### src/rtl/vec_pkg.sv
// Shared constants, FSM state type and group-size helper for the vector issue queue.
package vec_pkg;

  localparam logic [6:0]  OP_V     = 7'h57;
  localparam logic [2:0]  F3_CFG   = 3'h7;
  localparam logic [31:0] NOP_INSN = 32'h0000_0000;

  typedef enum logic {
    IDLE  = 1'b0,
    ISSUE = 1'b1
  } state_t;

  // Number of registers in an LMUL group; fractional settings (vlmul[2]=1) occupy one register.
  function automatic logic [3:0] grp_size(input logic [2:0] vlmul);
    return vlmul[2] ? 4'd1 : (4'd1 << vlmul);
  endfunction

endpackage

### src/rtl/insn_fifo.sv
// Synchronous instruction FIFO with an extra count bit so full and empty are distinguishable.
module insn_fifo #(
  parameter int WIDTH = 32,
  parameter int DEPTH = 8,
  parameter int PTR_W = $clog2(DEPTH)
) (
  input  logic             clk,
  input  logic             rst_n,
  input  logic             i_push,
  input  logic [WIDTH-1:0] i_data,
  input  logic             i_pop,
  output logic [WIDTH-1:0] o_data,
  output logic             o_full,
  output logic             o_empty,
  output logic [PTR_W:0]   o_count
);

  logic [WIDTH-1:0] r_mem [DEPTH];
  logic [PTR_W-1:0] r_wrPtr;
  logic [PTR_W-1:0] r_rdPtr;
  logic [PTR_W:0]   r_count;
  logic             w_push;
  logic             w_pop;

  assign o_full  = (r_count == (PTR_W+1)'(DEPTH));
  assign o_empty = (r_count == '0);
  assign w_push  = i_push & ~o_full;
  assign w_pop   = i_pop & ~o_empty;
  assign o_data  = r_mem[r_rdPtr];
  assign o_count = r_count;

  // Storage array needs no reset: the pointers and count decide which entries are live.
  always_ff @(posedge clk) begin
    if (w_push) r_mem[r_wrPtr] <= i_data;
  end

  // Pointers wrap naturally at DEPTH (power of two); count tracks occupancy for full/empty.
  always_ff @(posedge clk or negedge rst_n) begin
    if (!rst_n) begin
      r_wrPtr <= '0;
      r_rdPtr <= '0;
      r_count <= '0;
    end else begin
      if (w_push) r_wrPtr <= r_wrPtr + PTR_W'(1);
      if (w_pop)  r_rdPtr <= r_rdPtr + PTR_W'(1);
      case ({w_push, w_pop})
        2'b10:   r_count <= r_count + (PTR_W+1)'(1);
        2'b01:   r_count <= r_count - (PTR_W+1)'(1);
        default: r_count <= r_count;
      endcase
    end
  end

endmodule

### src/rtl/vec_issue_queue.sv
// Instruction buffer and issue sequencer feeding the vector pipeline, with LMUL group replay.
module vec_issue_queue
  import vec_pkg::*;
#(
  parameter int INSN_WIDTH = 32,
  parameter int DEPTH      = 8,
  parameter int PTR_W      = $clog2(DEPTH)
) (
  input  logic                  clk,
  input  logic                  rst,
  input  logic [INSN_WIDTH-1:0] insn_in,
  input  logic                  insn_in_valid,
  output logic                  insn_in_ready,
  input  logic                  stall_in,
  output logic [INSN_WIDTH-1:0] insn_out,
  output logic                  insn_out_valid,
  output logic [2:0]            grp_idx,
  output logic [2:0]            cur_vlmul,
  output logic [PTR_W:0]        count,
  output logic                  queue_empty
);

  state_t                r_state;
  logic [INSN_WIDTH-1:0] r_insnOut;
  logic [2:0]            r_grpIdx;
  logic [3:0]            r_grpSize;
  logic [2:0]            r_vlmul;

  logic [INSN_WIDTH-1:0] w_head;
  logic                  w_full;
  logic                  w_empty;
  logic                  w_push;
  logic                  w_pop;
  logic                  w_groupDone;
  logic                  w_headIsV;
  logic                  w_headIsCfg;
  logic                  w_headSetsLmul;
  logic [3:0]            w_headGrp;

  assign w_push         = insn_in_valid & ~w_full;
  assign w_groupDone    = (({1'b0, r_grpIdx} + 4'd1) >= r_grpSize);
  assign w_pop          = ~stall_in & ~w_empty & ((r_state == IDLE) | w_groupDone);
  assign w_headIsV      = (w_head[6:0] == OP_V);
  assign w_headIsCfg    = w_headIsV & (w_head[14:12] == F3_CFG);
  assign w_headSetsLmul = w_headIsCfg & (~w_head[31] | w_head[30]);
  assign w_headGrp      = (w_headIsV & ~w_headIsCfg) ? grp_size(r_vlmul) : 4'd1;

  insn_fifo #(
    .WIDTH (INSN_WIDTH),
    .DEPTH (DEPTH),
    .PTR_W (PTR_W)
  ) u_fifo (
    .clk     (clk),
    .rst_n   (rst),
    .i_push  (w_push),
    .i_data  (insn_in),
    .i_pop   (w_pop),
    .o_data  (w_head),
    .o_full  (w_full),
    .o_empty (w_empty),
    .o_count (count)
  );

  // Issue FSM: load a new head when the current group is finished, otherwise step the group index.
  always_ff @(posedge clk or negedge rst) begin
    if (!rst) begin
      r_state   <= IDLE;
      r_insnOut <= INSN_WIDTH'(NOP_INSN);
      r_grpIdx  <= '0;
      r_grpSize <= 4'd1;
      r_vlmul   <= '0;
    end else if (w_pop) begin
      r_state   <= ISSUE;
      r_insnOut <= w_head;
      r_grpIdx  <= '0;
      r_grpSize <= w_headGrp;
      if (w_headSetsLmul) r_vlmul <= w_head[22:20];
    end else if (!stall_in && r_state == ISSUE) begin
      if (!w_groupDone) begin
        r_grpIdx <= r_grpIdx + 3'd1;
      end else begin
        r_state   <= IDLE;
        r_insnOut <= INSN_WIDTH'(NOP_INSN);
        r_grpIdx  <= '0;
        r_grpSize <= 4'd1;
      end
    end
  end

  assign insn_out       = r_insnOut;
  assign insn_out_valid = (r_state == ISSUE);
  assign grp_idx        = r_grpIdx;
  assign cur_vlmul      = r_vlmul;
  assign insn_in_ready  = ~w_full;
  assign queue_empty    = w_empty;

endmodule
### config.mk
export PLATFORM = sky130hd
export DESIGN_NAME = vec_issue_queue
export DESIGN_NICKNAME = d
export VERILOG_FILES = /design/src/rtl/vec_pkg.sv /design/src/rtl/insn_fifo.sv /design/src/rtl/vec_issue_queue.sv
export SDC_FILE = /design/constraint.sdc
export NUM_CORES = 1
export LEC_CHECK = 0
export CAP_MARGIN = 0
export CORE_MARGIN = 5
export CORE_UTILIZATION = 35
export DETAILED_ROUTE_END_ITERATION = 8
export PLACE_DENSITY_LB_ADDON = 0.12
export SLEW_MARGIN = 15
export SYNTH_ARGS = -nofsm -noshare
export SYNTH_HDL_FRONTEND = slang
export SYNTH_SLANG_ARGS = --single-unit
### constraint.sdc
create_clock -name clk -period 3.49 [get_ports clk]
set_input_delay 0.8725 -clock clk [delete_from_list [all_inputs] [get_ports clk]]
set_output_delay 0.8725 -clock clk [all_outputs]
set_load 0.01 [all_outputs]
==> run metrics <==
Core ar. about 34000 um2; Hold WC Path Type flip-flop to flip-flop; Root Driver clkbuf_16; antenna violations before repair 1; fin crit share 0.8575; setup bufs post-CTS 0; Layout Area Growth over Synthesis 22.63%; minimum clock period around 3 ns; PnR Total Power around 0.012 W; Port Buffers 80; sink of the worst hold path insn_out[2]; Multi-input gate area around 2800 um2; fillers between 2000 and 3000; WL per Instance around 22 um; Nets ~750; P_leak between 4 and 5 nW; Max-Cap Viols 0; RSZ-0062 raised after global routing false; Synth cell types 43; Reg-to-Reg End u_fifo.o_count[2]; hold buffers post-CTS 0; Clk pin slew, worst setup/hold paths around 0.060 ns; final setup TNS 0 ns; Detail Placement HPWL ~15000 um; clk sinks between 300 and 400; number of synthesized flops with an enable pin between 200 and 300; Sw Share 0.2872; RD Place Congestion around 0.73; clk_skew about 0.012 ns; r2r setup slk just under 0.6 ns; setup violators final 0; fmax approximately 330 MHz; Worst Setup End Kind output pin; vias between 5000 and 6000; synth warn 0; sequential fraction of design power 0.425; type of origin of the critical path flip-flop; vias in the first global route ~6400; Global Route met3 Usage 0.02632; commonest non-fill, non-tap cells in the layout 256 x edfxtp_1, 79 x clkdlybuf4s50_1, 64 x mux4_2; grt met2 use 0.2332; drt pass-1 iters 5; Die W 194.4 um; Setup Crit Path Kind flip-flop to output pin; fin area ~15000 um2; Congestion Overflow GR 0; Tot GR Track Use 0.1373; combinational power share 0.271; site row count 67; grt met1 use 0.1845; Worst Path Required 2.62 ns; final hold violation count 0; first-pass GRT wire length 39900 um; placed cell area ~13000 um2; Num CTS Buffers 36; layout cells sized above 1 0.2109; Post-Route WL 26120 um; worst slack, placed 0.5157 ns; Starting Density 0.3550; WP data arrival 2.12 ns; 1st-iter DRT viols around 380; status complete, no violations; clk_lat worst skew between 0.5 and 0.6 ns; slew of the pin with the lowest slew margin between 0.8 and 0.9 ns; Main synth FF type edfxtp_1; r2r worst-path depth 13; max_slew headroom 0.4403; Antenna Nets Post-Route 0; vias per inst just under 5; commonest non-fill, non-tap cell in the layout edfxtp_1; Clock power frac 0.304; Post-synth ARST share 0.1715; number of synthesized register bits slightly above 300; Max clock buf depth 3; switching pwr ~0.0035 W; Mapped Avg Cell Area around 20 um2; Final Core Density 0.4353; gr busiest metal met2; Hold Path Stages 1; Cells after Synth 596; CP max FO 8; Cell Pwr Density 833.5 nW/um2; register area 9021 um2; I/O pin cnt between 80 and 90; syn nets around 640; max-slew violations 0; Int Pwr between 0.008 and 0.009 W; final worst setup slack ~0.50 ns; maximum number of pins on one net before global-route repair 54; R2R Path Start grp_idx[0]; area of the die between 30000 and 40000 um2; DRC errors left 0; Netlist Area Pre-Place ~12000 um2; ANT cells 0; DIE HEIGHT between 150 and 200 um; Resized cells post-CTS 0; Max IR drop VDD ~0.36 mV; H-tree levels 2; HP Start insn_out[2]; TritonCTS clock tree done; sequential-to-total area share from yosys stat 0.7573
[worst max-delay path: stages (launching register included)]
cell,delay (ns)
dfrtp_1,0.47
nor4_1,0.51
clkdlybuf4s50_1,0.64
[cell usage after synthesis (5+ instances only)]
cell type	count	area share
o21ai_0	9	0.0038
edfxtp_1	256	0.65
o21ai_1	21	0.0088
mux4_2	64	0.12
ha_1	10	0.011
a21o_1	6	0.0038
buf_2	7	0.0029
clkbuf_1	9	0.0028
dfrtp_1	52	0.11
inv_1	9	0.0028
mux2_2	5	0.0047
nor2_1	11	0.0035
xor2_1	5	0.0037
nand2_1	46	0.015
mux2i_1	29	0.024
[metrics by stage]
stage | hold slack, ns | std cells
2_1_floorplan | 0.4658 | 596
3_3_place_gp | 0.4635 | 1117
3_5_place_dp | 0.4694 | 1117
4_1_cts | 0.4836 | 1183
5_1_grt | 0.5158 | 1183
6_report | 0.4859 | 1183
[metal layers]
| metal | routed length, um | share of wire | vias to the layer above |
|---|---|---|---|
| met3 | 1144 | 0.044 | 37 |
| met2 | 12870 | 0.49 | 123 |
| met1 | 11680 | 0.45 | 3080 |
| li1 | - | - | 2608 |
| met4 | 418 | 0.016 | 2 |
| met5 | 12 | 0.00046 | - |
[how the worst max path moves through the flow]
| stage | start | end | slack (ns) |
|---|---|---|---|
| 4_1_cts | u_fifo.o_count[1] | queue_empty | 0.42 |
| 6_report | u_fifo.o_count[1] | queue_empty | 0.50 |
| 3_3_place_gp | stall_in | u_fifo.o_count[2] | 0.46 |
| 3_5_place_dp | stall_in | u_fifo.o_count[2] | 0.52 |
| 5_1_grt | u_fifo.r_rdPtr[0] | r_grpSize[1] | 0.35 |
| 2_1_floorplan | u_fifo.o_count[1] | u_fifo.r_mem[2][0] | 0.43 |
[sequential cells by signal (all words and copies together) (netlist names)]
register	count
u_fifo.r_rdPtr	3
cur_vlmul	3
u_fifo.r_mem	256
grp_idx	3
insn_out_valid	1
u_fifo.r_wrPtr	3
u_fifo.o_count	4
r_grpSize	4
insn_out	32
[kinds of logic after synthesis]
| logic type | count (synthesis) | share of synthesized area |
|---|---|---|
| adders and majority gates | 10 | 0.01051 |
| muxes | 101 | 0.1530 |
| and+or+nand+nor | 79 | 0.03048 |
| AOI/OAI and AO/OA | 53 | 0.02712 |
| DFF | 309 | 0.7573 |
| buffers and inverters | 35 | 0.01492 |
| xor gates and xnor gates | 9 | 0.006621 |
[layout make-up]
cell class | instances | area share
Timing Repair Buffer | 98 | 0.06977
Multi-Input combinational cell | 252 | 0.1904
Sequential cell | 309 | 0.6180
Tap cell | 448 | 0.03840
Clock buffer | 50 | 0.06814
Inverter | 10 | 0.002571
Clock inverter | 16 | 0.01277
[power by group through the flow]
stage / combinational, W / sequential, W / clock [W]
6_report: 0.00330 / 0.00517 / 0.00370
4_1_cts: 0.00341 / 0.00518 / 0.00381
3_5_place_dp: 0.00340 / 0.00525 / 0
5_1_grt: 0.00359 / 0.00526 / 0.00396
2_1_floorplan: 0.00208 / 0.00513 / 0
3_3_place_gp: 0.00338 / 0.00522 / 0
Note: power is estimated with default switching activity, not from simulation.
